[config.mk]
export PLATFORM = sky130hd
export DESIGN_NAME = ppg_multi_ch_calibrator
export DESIGN_NICKNAME = d
export VERILOG_FILES = /design/src/rtl/ppg_multi_ch_calibrator.sv
export SDC_FILE = /design/constraint.sdc
export NUM_CORES = 1
export LEC_CHECK = 0
export ABC_AREA = 0
export CAP_MARGIN = 10
export CORE_MARGIN = 2
export CORE_UTILIZATION = 40
export CTS_CLUSTER_DIAMETER = 50
export DETAILED_ROUTE_END_ITERATION = 8
export PLACE_DENSITY_LB_ADDON = 0.2
export RECOVER_POWER = 25
export SLEW_MARGIN = 25
export SYNTH_ARGS = -nofsm -noshare
export SYNTH_HDL_FRONTEND = slang
export SYNTH_SLANG_ARGS = --single-unit
[constraint.sdc]
create_clock -name CLK -period 2.97 [get_ports CLK]
set_clock_uncertainty 0.15 [all_clocks]
set_input_delay 0.891 -clock CLK [delete_from_list [all_inputs] [get_ports CLK]]
set_output_delay 0.891 -clock CLK [all_outputs]
set_load 0.05 [all_outputs]
[src/rtl/ppg_multi_ch_calibrator.sv]
// ppg_multi_ch_calibrator: per-channel DC/PGA calibration sequencer
// and time-slotted LED channel multiplexer for the PPG front-end.
module ppg_multi_ch_calibrator #(
  parameter int NUM_CH     = 2,
  parameter int ADC_W      = 8,
  parameter int DC_W       = 7,
  parameter int PGA_W      = 4,
  parameter int AVG_LOG2   = 5,
  parameter int TARGET_LO  = 120,
  parameter int TARGET_HI  = 130,
  parameter int CLIP_LO    = 10,
  parameter int CLIP_HI    = 245,
  parameter int SETTLE_CYC = 2,
  parameter int SLOT_CYC   = 10
) (
  input  logic                    CLK,
  input  logic                    rst_n,
  input  logic                    Find_setting,
  input  logic [ADC_W-1:0]        ADC,
  output logic [NUM_CH-1:0]       LED_EN,
  output logic [DC_W-1:0]         DC_Comp,
  output logic [PGA_W-1:0]        PGA_Gain,
  output logic [NUM_CH*ADC_W-1:0] ch_value,
  output logic [NUM_CH-1:0]       ch_valid,
  output logic [NUM_CH*DC_W-1:0]  ch_dc,
  output logic [NUM_CH*PGA_W-1:0] ch_pga,
  output logic                    calib_busy,
  output logic                    calib_done,
  output logic [NUM_CH-1:0]       cal_err
);

  localparam int CH_W  = (NUM_CH > 1) ? $clog2(NUM_CH) : 1;
  localparam int ACC_W = ADC_W + AVG_LOG2;
  localparam int N_AVG = 1 << AVG_LOG2;
  localparam int CMAX1 = (N_AVG > SLOT_CYC) ? N_AVG : SLOT_CYC;
  localparam int CMAX  = (CMAX1 > SETTLE_CYC) ? CMAX1 : SETTLE_CYC;
  localparam int CNT_W = $clog2(CMAX + 1);

  typedef enum logic [2:0] {
    IDLE, SETTLE, DC_ACC, DC_ADJ,
    PGA_ACC, PGA_ADJ, NEXT_CH, RUN
  } state_t;

  state_t state, state_n;

  logic [CH_W-1:0]         ch, ch_n, ch_nx;
  logic                    ph_pga, ph_pga_n;
  logic [CNT_W-1:0]        cnt, cnt_n;
  logic [ACC_W-1:0]        acc, acc_n;
  logic [ADC_W-1:0]        mn, mn_n, mx, mx_n, avg;
  logic [NUM_CH-1:0]       led_n, valid_n, err_n;
  logic [DC_W-1:0]         dc_n;
  logic [PGA_W-1:0]        pga_n, pga_lock;
  logic [NUM_CH*ADC_W-1:0] value_n;
  logic [NUM_CH*DC_W-1:0]  chdc_n;
  logic [NUM_CH*PGA_W-1:0] chpga_n;
  logic                    busy_n, done_n;
  logic                    lo, hi, clip;

  assign ch_nx = (ch == CH_W'(NUM_CH - 1)) ? '0 : ch + CH_W'(1);
  assign avg   = acc[ACC_W-1:AVG_LOG2];
  assign lo    = avg < ADC_W'(TARGET_LO);
  assign hi    = avg > ADC_W'(TARGET_HI);
  assign clip  = (mn <= ADC_W'(CLIP_LO)) || (mx >= ADC_W'(CLIP_HI));

  // On clip, back off one gain step from the code that clipped.
  assign pga_lock = !clip ? PGA_Gain :
                    (PGA_Gain == '0) ? '0 : PGA_Gain - PGA_W'(1);

  always_comb begin
    state_n  = state;
    ch_n     = ch;
    ph_pga_n = ph_pga;
    cnt_n    = cnt;
    acc_n    = acc;
    mn_n     = mn;
    mx_n     = mx;
    led_n    = LED_EN;
    dc_n     = DC_Comp;
    pga_n    = PGA_Gain;
    value_n  = ch_value;
    valid_n  = '0;
    chdc_n   = ch_dc;
    chpga_n  = ch_pga;
    busy_n   = calib_busy;
    done_n   = calib_done;
    err_n    = cal_err;

    unique case (state)
      IDLE: ;
      SETTLE: begin
        if (cnt == CNT_W'(SETTLE_CYC - 1)) begin
          cnt_n   = '0;
          acc_n   = '0;
          mn_n    = '1;
          mx_n    = '0;
          state_n = ph_pga ? PGA_ACC : DC_ACC;
        end else begin
          cnt_n = cnt + CNT_W'(1);
        end
      end
      DC_ACC: begin
        acc_n = acc + ACC_W'(ADC);
        if (cnt == CNT_W'(N_AVG - 1)) begin
          cnt_n   = '0;
          state_n = DC_ADJ;
        end else begin
          cnt_n = cnt + CNT_W'(1);
        end
      end
      DC_ADJ: begin
        state_n = SETTLE;
        cnt_n   = '0;
        if (lo && DC_Comp != '0) begin
          dc_n = DC_Comp - DC_W'(1);
        end else if (hi && DC_Comp != '1) begin
          dc_n = DC_Comp + DC_W'(1);
        end else begin
          chdc_n[ch*DC_W +: DC_W] = DC_Comp;
          err_n[ch] = lo || hi;
          pga_n     = '0;
          ph_pga_n  = 1'b1;
        end
      end
      PGA_ACC: begin
        if (ADC < mn) mn_n = ADC;
        if (ADC > mx) mx_n = ADC;
        if (cnt == CNT_W'(N_AVG - 1)) begin
          cnt_n   = '0;
          state_n = PGA_ADJ;
        end else begin
          cnt_n = cnt + CNT_W'(1);
        end
      end
      PGA_ADJ: begin
        cnt_n = '0;
        if (clip || PGA_Gain == '1) begin
          chpga_n[ch*PGA_W +: PGA_W] = pga_lock;
          state_n = NEXT_CH;
        end else begin
          pga_n   = PGA_Gain + PGA_W'(1);
          state_n = SETTLE;
        end
      end
      NEXT_CH: begin
        cnt_n = '0;
        if (ch != CH_W'(NUM_CH - 1)) begin
          ch_n     = ch_nx;
          led_n    = NUM_CH'(1) << ch_nx;
          dc_n     = '0;
          pga_n    = '0;
          ph_pga_n = 1'b0;
          state_n  = SETTLE;
        end else begin
          ch_n    = '0;
          led_n   = NUM_CH'(1);
          dc_n    = ch_dc[0 +: DC_W];
          pga_n   = ch_pga[0 +: PGA_W];
          busy_n  = 1'b0;
          done_n  = 1'b1;
          state_n = RUN;
        end
      end
      RUN: begin
        if (cnt == CNT_W'(SLOT_CYC - 1)) begin
          value_n[ch*ADC_W +: ADC_W] = ADC;
          valid_n[ch] = 1'b1;
          ch_n  = ch_nx;
          led_n = NUM_CH'(1) << ch_nx;
          dc_n  = ch_dc[ch_nx*DC_W +: DC_W];
          pga_n = ch_pga[ch_nx*PGA_W +: PGA_W];
          cnt_n = '0;
        end else begin
          cnt_n = cnt + CNT_W'(1);
        end
      end
    endcase

    // Restart wins over anything the current state was doing.
    if (Find_setting) begin
      state_n  = SETTLE;
      ch_n     = '0;
      ph_pga_n = 1'b0;
      cnt_n    = '0;
      led_n    = NUM_CH'(1);
      dc_n     = '0;
      pga_n    = '0;
      value_n  = ch_value;
      valid_n  = '0;
      chdc_n   = ch_dc;
      chpga_n  = ch_pga;
      busy_n   = 1'b1;
      done_n   = 1'b0;
      err_n    = '0;
    end
  end

  always_ff @(posedge CLK) begin
    if (!rst_n) begin
      state      <= IDLE;
      ch         <= '0;
      ph_pga     <= 1'b0;
      cnt        <= '0;
      acc        <= '0;
      mn         <= '0;
      mx         <= '0;
      LED_EN     <= '0;
      DC_Comp    <= '0;
      PGA_Gain   <= '0;
      ch_value   <= '0;
      ch_valid   <= '0;
      ch_dc      <= '0;
      ch_pga     <= '0;
      calib_busy <= 1'b0;
      calib_done <= 1'b0;
      cal_err    <= '0;
    end else begin
      state      <= state_n;
      ch         <= ch_n;
      ph_pga     <= ph_pga_n;
      cnt        <= cnt_n;
      acc        <= acc_n;
      mn         <= mn_n;
      mx         <= mx_n;
      LED_EN     <= led_n;
      DC_Comp    <= dc_n;
      PGA_Gain   <= pga_n;
      ch_value   <= value_n;
      ch_valid   <= valid_n;
      ch_dc      <= chdc_n;
      ch_pga     <= chpga_n;
      calib_busy <= busy_n;
      calib_done <= done_n;
      cal_err    <= err_n;
    end
  end

endmodule

Word-level counts from Yosys, hierarchy flattened. Index checks and enable logic that the tools add are counted.

Bits in registers: 97. Output and inout bits: 57. Input port bits: 11. Logic and storage cells: 175.

Reduce and logical (&&, ||, !) cells: 40. Magnitude comparators: 8. Shift-type cells: 9. Bitwise gates (word level): 6. Add/subtract/negate cells: 10. Equality and inequality tests: 27. Multiplexer cells: 54. Multiply operators: 2.

Operators by type and width (number): 4-bit negator with 34-bit output (2); 3-bit negator with 34-bit output (1); 4-bit by 34-bit variable shift with 8-bit output (first input constant) (1); 7-bit by 34-bit variable shift with 14-bit output (first input constant) (1); 8-bit by 34-bit variable shift with 16-bit output (first input constant) (1); 4-bit by 34-bit indexed part select with 8-bit output (1); 7-bit by 34-bit indexed part select with 14-bit output (1); 8-bit by 34-bit indexed part select with 16-bit output (1); 8-bit two-way mux (4); 8-bit one-hot mux with 2 select lines (2); 4-bit two-way mux (7); 7-bit two-way mux (4); 13-bit one-hot mux with 2 select lines (1); 6-bit one-hot mux with 4 select lines (1); 7-bit one-hot mux with 3 select lines (1); 2-bit inequality test (second input constant) (10); 3-bit two-way mux (6); 6-bit two-way mux (3); 3-bit one-hot mux with 6 select lines (1); 3-bit AND reduction (6); 16-bit bitwise mux (1); 4-bit one-hot mux with 4 select lines (1); 4-bit AND reduction (4); 3-bit inequality test (second input constant) (5); 50 further kinds (90).

Logic depth before layout (Yosys ltp). Gate-level depths: netlist of the first run.

Word-level depth: 6. Mapped depth: 11. Gate-level depth less buffers: 10.

Worst setup path before layout of the first run. Ideal clock, no wire load.

Kind: input-to-reg. Start point: input ADC[0]. End point: register acc[10]. Arrival time: 2.582 ns. Data required time: 2.719 ns. Path slack: 0.137 ns. Stages: 8. Path through: ha_1 > fa_1 > a21o_1 > o21ba_2 > o21a_1 > o211ai_1 > o2111ai_1 > o41ai_1.

Word-level cells in the longest chain between the ends: 2.

RTL lines: start: declaration (RTL line 19) `input logic [ADC_W-1:0] ADC,`; 13-bit by 8-bit adder with 13-bit output (RTL line 103) `acc_n = acc + ACC_W'(ADC);`; 13-bit one-hot mux with 2 select lines (RTL line 89) `unique case (state)`; end signal: assignment (RTL line 222) `acc <= acc_n;`; end: declaration (RTL line 49) `logic [ACC_W-1:0] acc, acc_n;`.

No other way between the ends. A chain may end at the register's enable or synchronous reset.

Final worst setup path of the first run.
Start point: register DC_Comp[6]. End point: register DC_Comp[5].

Word-level cells in the longest chain between the ends: 4.

RTL lines: start: declaration (RTL line 21) `output logic [DC_W-1:0] DC_Comp,`; start signal: assignment (RTL line 226) `DC_Comp <= dc_n;`; 7-bit inequality test / 7-bit nonzero test (equally long branches) (RTL line 116, 114); 1-bit logical AND (on tied branches) (RTL line 116, 114); 3-bit inequality test (no line) / 7-bit two-way mux (equally long branches); 3-bit AND reduction (no line) / 7-bit one-hot mux with 3 select lines (equally long branches).

Parallel ways exist; a longest one is shown, timed or not.

==> results of run 1 <==
[worst reg2reg max path, cell delays in order (launching register included)]
cell     delay (ps)
dfxtp_1         450
nor3_1          110
a211o_2         410
inv_1           170
ha_1            260
a21oi_1         170
o21ai_0         160
and3_1          220
nor4_2          330
o21ai_0         120
a21oi_1         150
[cells by family after synthesis]
family | count (synthesis) | share of synthesized area (%)
buffers and inverters | 62 | 4.791
XOR/XNOR | 12 | 1.983
AND/OR/NAND/NOR | 218 | 19.83
flip-flops | 96 | 36.25
AO/OA/AOI/OAI | 161 | 19.71
adder cells (fa/ha/maj) | 35 | 8.497
multiplexers | 47 | 8.945
[layout make-up]
class                   count  area, um^2  share of cell area [%]
clock buffers              10       239.0                   3.579
inverters                  29       108.9                   1.630
clock inverters             5       56.30                  0.8432
repair buffers            115        1016                   15.21
flip-flops and latches     96        1922                   28.78
multi-input cells         473        3115                   46.66
well taps                 176       220.2                   3.298
[cells in the mapped netlist, types with 6 or more instances]
| cell | number |
|---|---|
| dfxtp_1 | 96 |
| nor2_1 | 78 |
| a21oi_1 | 53 |
| nand2_1 | 48 |
| mux2i_1 | 44 |
| o21ai_0 | 40 |
| ha_1 | 32 |
| inv_1 | 29 |
| clkbuf_1 | 21 |
| nand3_1 | 21 |
| nand4_1 | 14 |
| nor3_1 | 14 |
| a21o_1 | 9 |
| buf_2 | 8 |
| o21a_1 | 7 |
| a211oi_1 | 6 |
| nand2b_1 | 6 |
| xnor2_1 | 6 |
| xor2_1 | 6 |
[per-layer routing]
layer  track usage (%)  routed length (um)  share of wire (%)  up-vias
li1                  -                   -                  -     2449
met1             25.88                6500                 45     2333
met2             35.06                6874                 48      122
met3             3.209                 651                4.5       21
met4             8.631                 338                2.4        0
met5                 0                   0                  0        -
[registers in the layout, summed over array words and instances, names as in the netlist, 3 cells and up]
register,flops
DC_Comp,7
mn,8
PGA_Gain,4
acc,13
state,3
ch_dc,14
mx,8
ch_value,16
ch_pga,8
cnt,6
[worst max-delay path by stage]
stage,from,endpoint,cells past startpoint
after CTS,ADC[1],mx[0]$_SDFFE_PN0P_,10
final,DC_Comp[6]$_SDFFE_PP0P_,DC_Comp[5]$_SDFFE_PP0P_,10
after floorplan,ADC[0],acc[10]$_SDFFE_PN0P_,8
after global placement,ADC[0],acc[12]$_SDFFE_PN0P_,10
after detailed placement,ADC[0],acc[12]$_SDFFE_PN0P_,10
after global routing,DC_Comp[6]$_SDFFE_PP0P_,DC_Comp[5]$_SDFFE_PP0P_,10
[stage by stage]
step	hold WS, ps	setup slack [ps]	instance area (um^2)	std cells	util (%)
final	320.7	218.2	6678	904	51.03
after global routing	341.7	53.82	6678	904	51.03
after CTS	325.0	22.50	6720	903	51.36
after detailed placement	315.5	-365.4	6422	888	49.08
after global placement	309.9	-310.1	6422	888	49.08
after floorplan	297.2	136.8	5301	631	-
[power by group]
part / switching (mW) / total, mW / internal, mW
clock network: 0.508 / 1.18 / 0.671
registers: 0.0109 / 1.31 / 1.30
logic: 0.122 / 0.206 / 0.0847
total: 0.641 / 2.69 / 2.05
[what timing repair did]
item,CTS,global route
gates cloned,0,0
buffers inserted,0,1
resized for setup,1,5
endpoints found under the setup margin,1,12
hold buffers,0,0
pin swaps,0,2
==> metrics, run 1 <==
Worst-Margin Slew 915.4 ps; CTS tree yes; Via-to-Cell Ratio 5.448; Worst setup EP type flop; Post-Route WL about 14 mm; die span in y 119.1 um; first-pass GRT wire length 23.49 mm; highest-count cells in the layout ignoring fill and taps dfxtp_1 (96), nor2_1 (79), clkdlybuf4s50_1 (62); Boundary Pins 68; post-synth net total 676; Pwr Total about 2.7 mW; all-layer global routing usage between 20% and 30%; worst path bufs/invs 1; commonest non-fill, non-tap cell in the layout dfxtp_1; Setup crit start kind flop; Hold/Removal Path Class reg2reg; min-delay src acc[3]$_SDFFE_PN0P_; slowest CP cell dfxtp_1; critical path class reg2reg; number of diodes 0; post-DR wirelength/cell 15.89 um; share of cells above drive strength 1 about 11%; VDD IR-drop max roughly 0.00022 V; hpwl dp 10.65 mm; vias in the first global route ~4.8k; max_slew headroom 38.71%; filler instances approximately 1.2k; First-pass DRT Iterations 5; DR iter-0 viols 234; Ys Warns 0; Tcrit/Tclk final 92.65%; Cell variety after synth 63; nets 769; flop-to-flop setup slack 220 ps; delay-heaviest family, CP compound AO/OA/AOI/OAI gates; Worst-Skew Late Latency 350 ps; Worst-path clk slew 70 ps; die area 14190 um^2; Core Region ~13000 um^2; grt total ovfl 0; cell area after synthesis 5301 um^2; root buffer selected by CTS clkbuf_16; setup TNS 0 ps; Primary FF master, synth dfxtp_1; asr flop ratio synth 0%; Post-DRT Antenna Nets 0; CTS max path bufs 2; Port Buffers 67; Crit Path Max Fanout 8; Reg-to-Reg Start DC_Comp[6]$_SDFFE_PP0P_; vias after detailed routing around 4.9k; critical-path cell list nor3_1, a211o_2, inv_1, ha_1, a21oi_1, o21ai_0, and3_1, nor4_2, o21ai_0, a21oi_1; Leak Pwr 2.718 nW; reg2reg end DC_Comp[5]$_SDFFE_PP0P_; H-tree depth 3; leading area contributor after synthesis dfxtp_1; register area share after synthesis 36.25%; Tmin final 2752 ps; P&R area growth vs syn 25.96%; Residual DRC 0; post-synth top area share 36.25%; syn avg cell area 8.401 um^2; Critical Path AT 2880 ps; unrepaired setup endpoints after global routing false; Worst Hold Endpoint acc[3]$_SDFFE_PN0P_; initial antenna violation count 0; pwr dens ~400 nW/um^2; Cell Rows 42; Fmax 363.4 MHz; Hold Crit Depth 2; status finished clean; largest net degree at the start of global routing 38; Final Hold Viols 0; Initial Utilization 40.51%; clk sinks 96; Post-synth EDFFs 0; ranking of synthesized cells by area dfxtp_1 (36%), mux2i_1 (8.3%), ha_1 (7.6%); number of max-cap violations 0; max-slew violations 0; Routability Congestion 0.9097; Critical Path Max Stage Delay between 400 and 500 ps; Seq cells post-synth 96; final setup violation count 0; TritonCTS Buffers 9; Critical Path RT 3100 ps; Die X 119.1 um; cells after synthesis 631; FF-to-FF path depth 10
No activity file was read; power rests on OpenSTA's default activity.
==> inputs of run 2 (changes only) <==
- CORE_UTILIZATION: 40 -> 45
==> run 2 against run 1 <==
Effect of this change: clock power about the same; sequential share of layout area rose by 0.17 points; setup slack got worse by 29 ps; sequential power hardly changed; global-route usage rose by 2.4 points; cell area decreased by 0.60%; critical path depth shrank 3; sequential cell count stayed put; fmax shrank 1.0%; wire length shrank 0.62%.
==> metrics, run 2 (synthesized netlist as in run 1, its figures left out) <==
status finished clean; H-tree depth 3; Cell Rows 39; CTS tree yes; Tmin final 2780 ps; Sw Pwr approximately 0.6 mW; largest net degree at the start of global routing 38; die span in y 112.5 um; filler instances 1046; all-layer global routing usage 23.03%; placed instance count 857; max_slew headroom 40.92%; nets between 700 and 800; Residual DRC 0; Post-DRT Antenna Nets 0; TritonCTS Buffers 9; number of diodes 0; VDD IR-drop max roughly 0.00025 V; Tcrit/Tclk final 93.62%; Setup crit start kind input pin; Worst-Skew Late Latency 350 ps; Worst-Margin Slew 881.4 ps; P&R area growth vs syn 25.21%; share of cells above drive strength 1 roughly 11%; Worst setup EP type flop; DR iter-0 viols 290; die area 12670 um^2; grt total ovfl 0; Via-to-Cell Ratio around 5.7; non-filler cells, final roughly 870; Core Region between 10000 and 15000 um^2; pre-CTS setup slack -353.0 ps; First-pass DRT Iterations 4; hpwl dp 10.45 mm; clk sinks 96; Net Sw Frac 22.80%; Comb pwr share just under 8%; Worst-path clk slew about 60 ps; Die X 112.5 um; unrepaired setup endpoints after global routing false; Initial Utilization 46.23%; Setup WS post-layout roughly 190 ps; Critical Path AT 2870 ps; Reg power frac between 40 and 50%; Largest register FFs 16; post-DR wirelength/cell 16.33 um; Hold/Removal Path Class reg2reg; critical path class in2reg; Routability Congestion 0.8713; setup TNS 0 ps; vias after detailed routing 4970; Post-Route WL 14.28 mm; highest-count cells in the layout ignoring fill and taps dfxtp_1 (96), nor2_1 (79), clkdlybuf4s50_1 (62); max-slew violations 0; pwr dens 405.7 nW/um^2; Hold Buf Count CTS 0; first-pass GRT wire length 23.72 mm; Top reg by flops ch_value; CTS max path bufs 2; final setup violation count 0; clock power share between 40% and 50%; Power Internal 2.079 mW; Port Buffers 67; Leak Pwr 2.733 nW; Final Hold Viols 0; Worst Hold Slack 320.7 ps; root buffer selected by CTS clkbuf_16; number of max-cap violations 0; vias in the first global route just under 5k; Critical Path RT 3060 ps; Crit Path Max Fanout 8; Fmax between 300 and 400 MHz; commonest non-fill, non-tap cell in the layout dfxtp_1; Pwr Total 2.693 mW; initial antenna violation count 0; Regs by FF count ch_value x16, ch_dc x14, acc x13; Boundary Pins 68
==> run 2: cell count changes in the layout (fill, tap and decap cells not counted), sizes merged <==
cell	previous run	this run
inv	30	29
clkbuf	19	21
buf	40	43
clkinvlp	1	0
==> run 2: routing by layer <==
layer / GRT usage, % / up-vias / share of wire (%)
met5: 0 / - / 0
met4: 10.57 / 0 / 2.4
met3: 4.644 / 26 / 4.9
met2: 38.84 / 139 / 48
met1: 28.29 / 2354 / 44
li1: - / 2451 / -
==> run 2: worst max-delay path: stages <==
cell and delay, ps:
dlygate4sd3_1 640, inv_1 130, nand2_1 70, clkbuf_1 230, nor2_1 550, mux2i_1 290, nor2_1 60
==> run 2: timing repair <==
action	in CTS	in global routing
setup endpoints to repair	0	12
gates resized for setup	0	5
setup buffers	0	1
endpoints found under the hold margin	0	0
==> run 2: cell type report <==
cell class,count,area (um^2),area share [%]
Timing Repair Buffer,117,1033,15.57
Sequential cell,96,1922,28.95
Clock inverter,3,40.04,0.6032
Clock buffer,13,260.3,3.921
Inverter,29,108.9,1.640
Tap cell,143,178.9,2.696
Multi-Input combinational cell,473,3094,46.62
==> run 2: worst paths after layout <==
path                            cells after the start            startpoint                       to  slack (ps)
worst max-delay path                                7          Find_setting    ch_dc[8]$_SDFFE_PN0P_         190
worst min-delay path                                2   acc[3]$_SDFFE_PN0P_      acc[3]$_SDFFE_PN0P_         320
worst max register to register                     10  acc[10]$_SDFFE_PN0P_  DC_Comp[5]$_SDFFE_PP0P_         210
worst min register to register                      2   acc[3]$_SDFFE_PN0P_      acc[3]$_SDFFE_PN0P_         320
==> run 2: power by group through the flow <==
stage	sequential [mW]	combinational [mW]	clock (mW)
floorplan	1.34	0.118	0
finish	1.31	0.210	1.18
global placement	1.33	0.208	0
global route	1.31	0.232	1.25
detailed placement	1.33	0.213	0
CTS	1.30	0.214	1.21
==> run 2: stage by stage <==
step / instance area [um^2] / util [%]
finish: 6638 / 57.88
global route: 6638 / 57.88
CTS: 6696 / 58.40
detailed placement: 6396 / 55.78
global placement: 6396 / 55.78
floorplan: 5301 / -
==> inputs of run 3 (changes only) <==
- clock period: 2.97 -> 2.5 ns (I/O delays scaled with it)
==> run 3 against run 2 <==
Effect of this change: core utilization rose by 2.2 points; critical path depth fell by 6; count of clock-buffer cells in the layout did not move; clock power rose by 26%; wire length rose by 5.9%; cell area rose by 3.7%; final cell count rose by 1.5%; power rose by 23%; largest power group unchanged; highest routed layer unchanged.
==> metrics, run 3 (synthesized netlist as in run 1, its figures left out) <==
Tcrit/Tclk final 98.04%; Regs by FF count ch_value x16, ch_dc x14, acc x13; Fmax 408.0 MHz; max_slew headroom 58.30%; vias in the first global route ~5k; Port Buffers 67; Initial Utilization around 46%; TritonCTS Buffers 9; slowest CP cell clkdlybuf4s50_1; Top reg by flops ch_value; Boundary Pins 68; status finished clean; P&R area growth vs syn 29.88%; Setup crit start kind flop; DR iter-0 viols 384; CTS max path bufs 2; Post-Route WL 15.12 mm; final setup violation count 0; Reg area 1933 um^2; initial antenna violation count 0; placed instance count between 800 and 900; pwr dens slightly below 500 nW/um^2; Die X 112.5 um; Worst-path clk slew 70 ps; Critical Path AT 1550 ps; Crit Path Max Fanout 2; Critical Path RT 1600 ps; critical-path cell list clkdlybuf4s50_1; commonest non-fill, non-tap cell in the layout dfxtp_1; highest-count cells in the layout ignoring fill and taps dfxtp_1 (89), nor2_1 (78), buf_4 (53); Routability Congestion 0.8770; Worst-Margin Slew 625.6 ps; Hold/Removal Path Class reg2reg; die area 12670 um^2; First-pass DRT Iterations 5; grt total ovfl 0; all-layer global routing usage 24.14%; Worst-Skew Late Latency 350 ps; number of max-cap violations 0; Critical Path Max Stage Delay 820 ps; worst path bufs/invs 1; non-filler cells, final 887; Cell Rows 39; H-tree depth 3; hpwl dp 11.05 mm; filler instances 1005; root buffer selected by CTS clkbuf_16; Pwr Total around 3.3 mW; Via-to-Cell Ratio approximately 5.7; Final Hold Viols 0; Largest register FFs 16; unrepaired setup endpoints after global routing true; Core Region about 11000 um^2; vias after detailed routing 5092; critical path class reg2out; max-slew violations 0; Post-DRT Antenna Nets 0; largest net degree at the start of global routing 50; Worst Hold Slack 327.4 ps; clk sinks between 90 and 100; VDD IR-drop max 0.0004923 V; Leak Pwr ~2.9 nW; die span in y roughly 110 um; first-pass GRT wire length 24.66 mm; Residual DRC 0; post-DR wirelength/cell 17.04 um; Tmin final 2451 ps; Final Util 60.04%; CTS tree yes; Multi-input gate area 3262 um^2; nets 784; share of cells above drive strength 1 16.13%; Worst setup EP type output pin; delay-heaviest family, CP buffers and inverters; number of diodes 0
==> run 3: cell type report <==
cell class / instances / area share [%]
repair buffers: 130 / 15.79
flip-flops and latches: 96 / 28.08
multi-input cells: 473 / 47.37
clock buffers: 13 / 3.634
well taps: 143 / 2.599
clock inverters: 3 / 0.9449
inverters: 29 / 1.581
==> run 3: what timing repair did <==
action,in CTS,in global routing
hold buffers,0,0
pin swaps,0,5
gates resized for setup,16,25
setup endpoints to repair,29,25
gates cloned,0,0
buffers inserted,0,1
hold endpoints to repair,0,0
==> run 3: path summary, 6_finish.rpt <==
kind                           startpoint                 endpoint  slack (ps)  depth (start not counted)
setup / recovery  calib_busy$_SDFFE_PN0P_               calib_busy          50                          1
setup reg to reg     acc[11]$_SDFFE_PN0P_  DC_Comp[6]$_SDFFE_PP0P_         100                         10
hold / removal         mx[3]$_SDFFE_PN0P_       mx[3]$_SDFFE_PN0P_         330                          2
hold reg to reg        mx[3]$_SDFFE_PN0P_       mx[3]$_SDFFE_PN0P_         330                          2
==> run 3: layer usage <==
metal	share of wire, %	vias to the layer above	track usage (%)
li1	-	2478	-
met1	41	2414	27.82
met2	49	176	42.83
met3	7.2	24	6.803
met4	2.2	0	8.293
met5	0	-	0
==> run 3: per-stage QoR <==
stage	area, um^2	setup WS, ps	TNS, ps
floorplan	5328	-47.41	-116.6
global placement	6530	-555.6	-11830
detailed placement	6530	-611.5	-13270
CTS	6873	4.713	0
global route	6885	-87.16	-87.16
finish	6885	49.11	0
==> run 3: power by group <==
| group | switching [mW] | internal (mW) | leakage, nW | total [mW] |
|---|---|---|---|---|
| Clock | 0.587 | 0.904 | 0.154 | 1.49 |
| Combinational | 0.156 | 0.108 | 1.95 | 0.264 |
| Sequential | 0.0124 | 1.54 | 0.778 | 1.55 |
| Total | 0.755 | 2.55 | 2.88 | 3.31 |
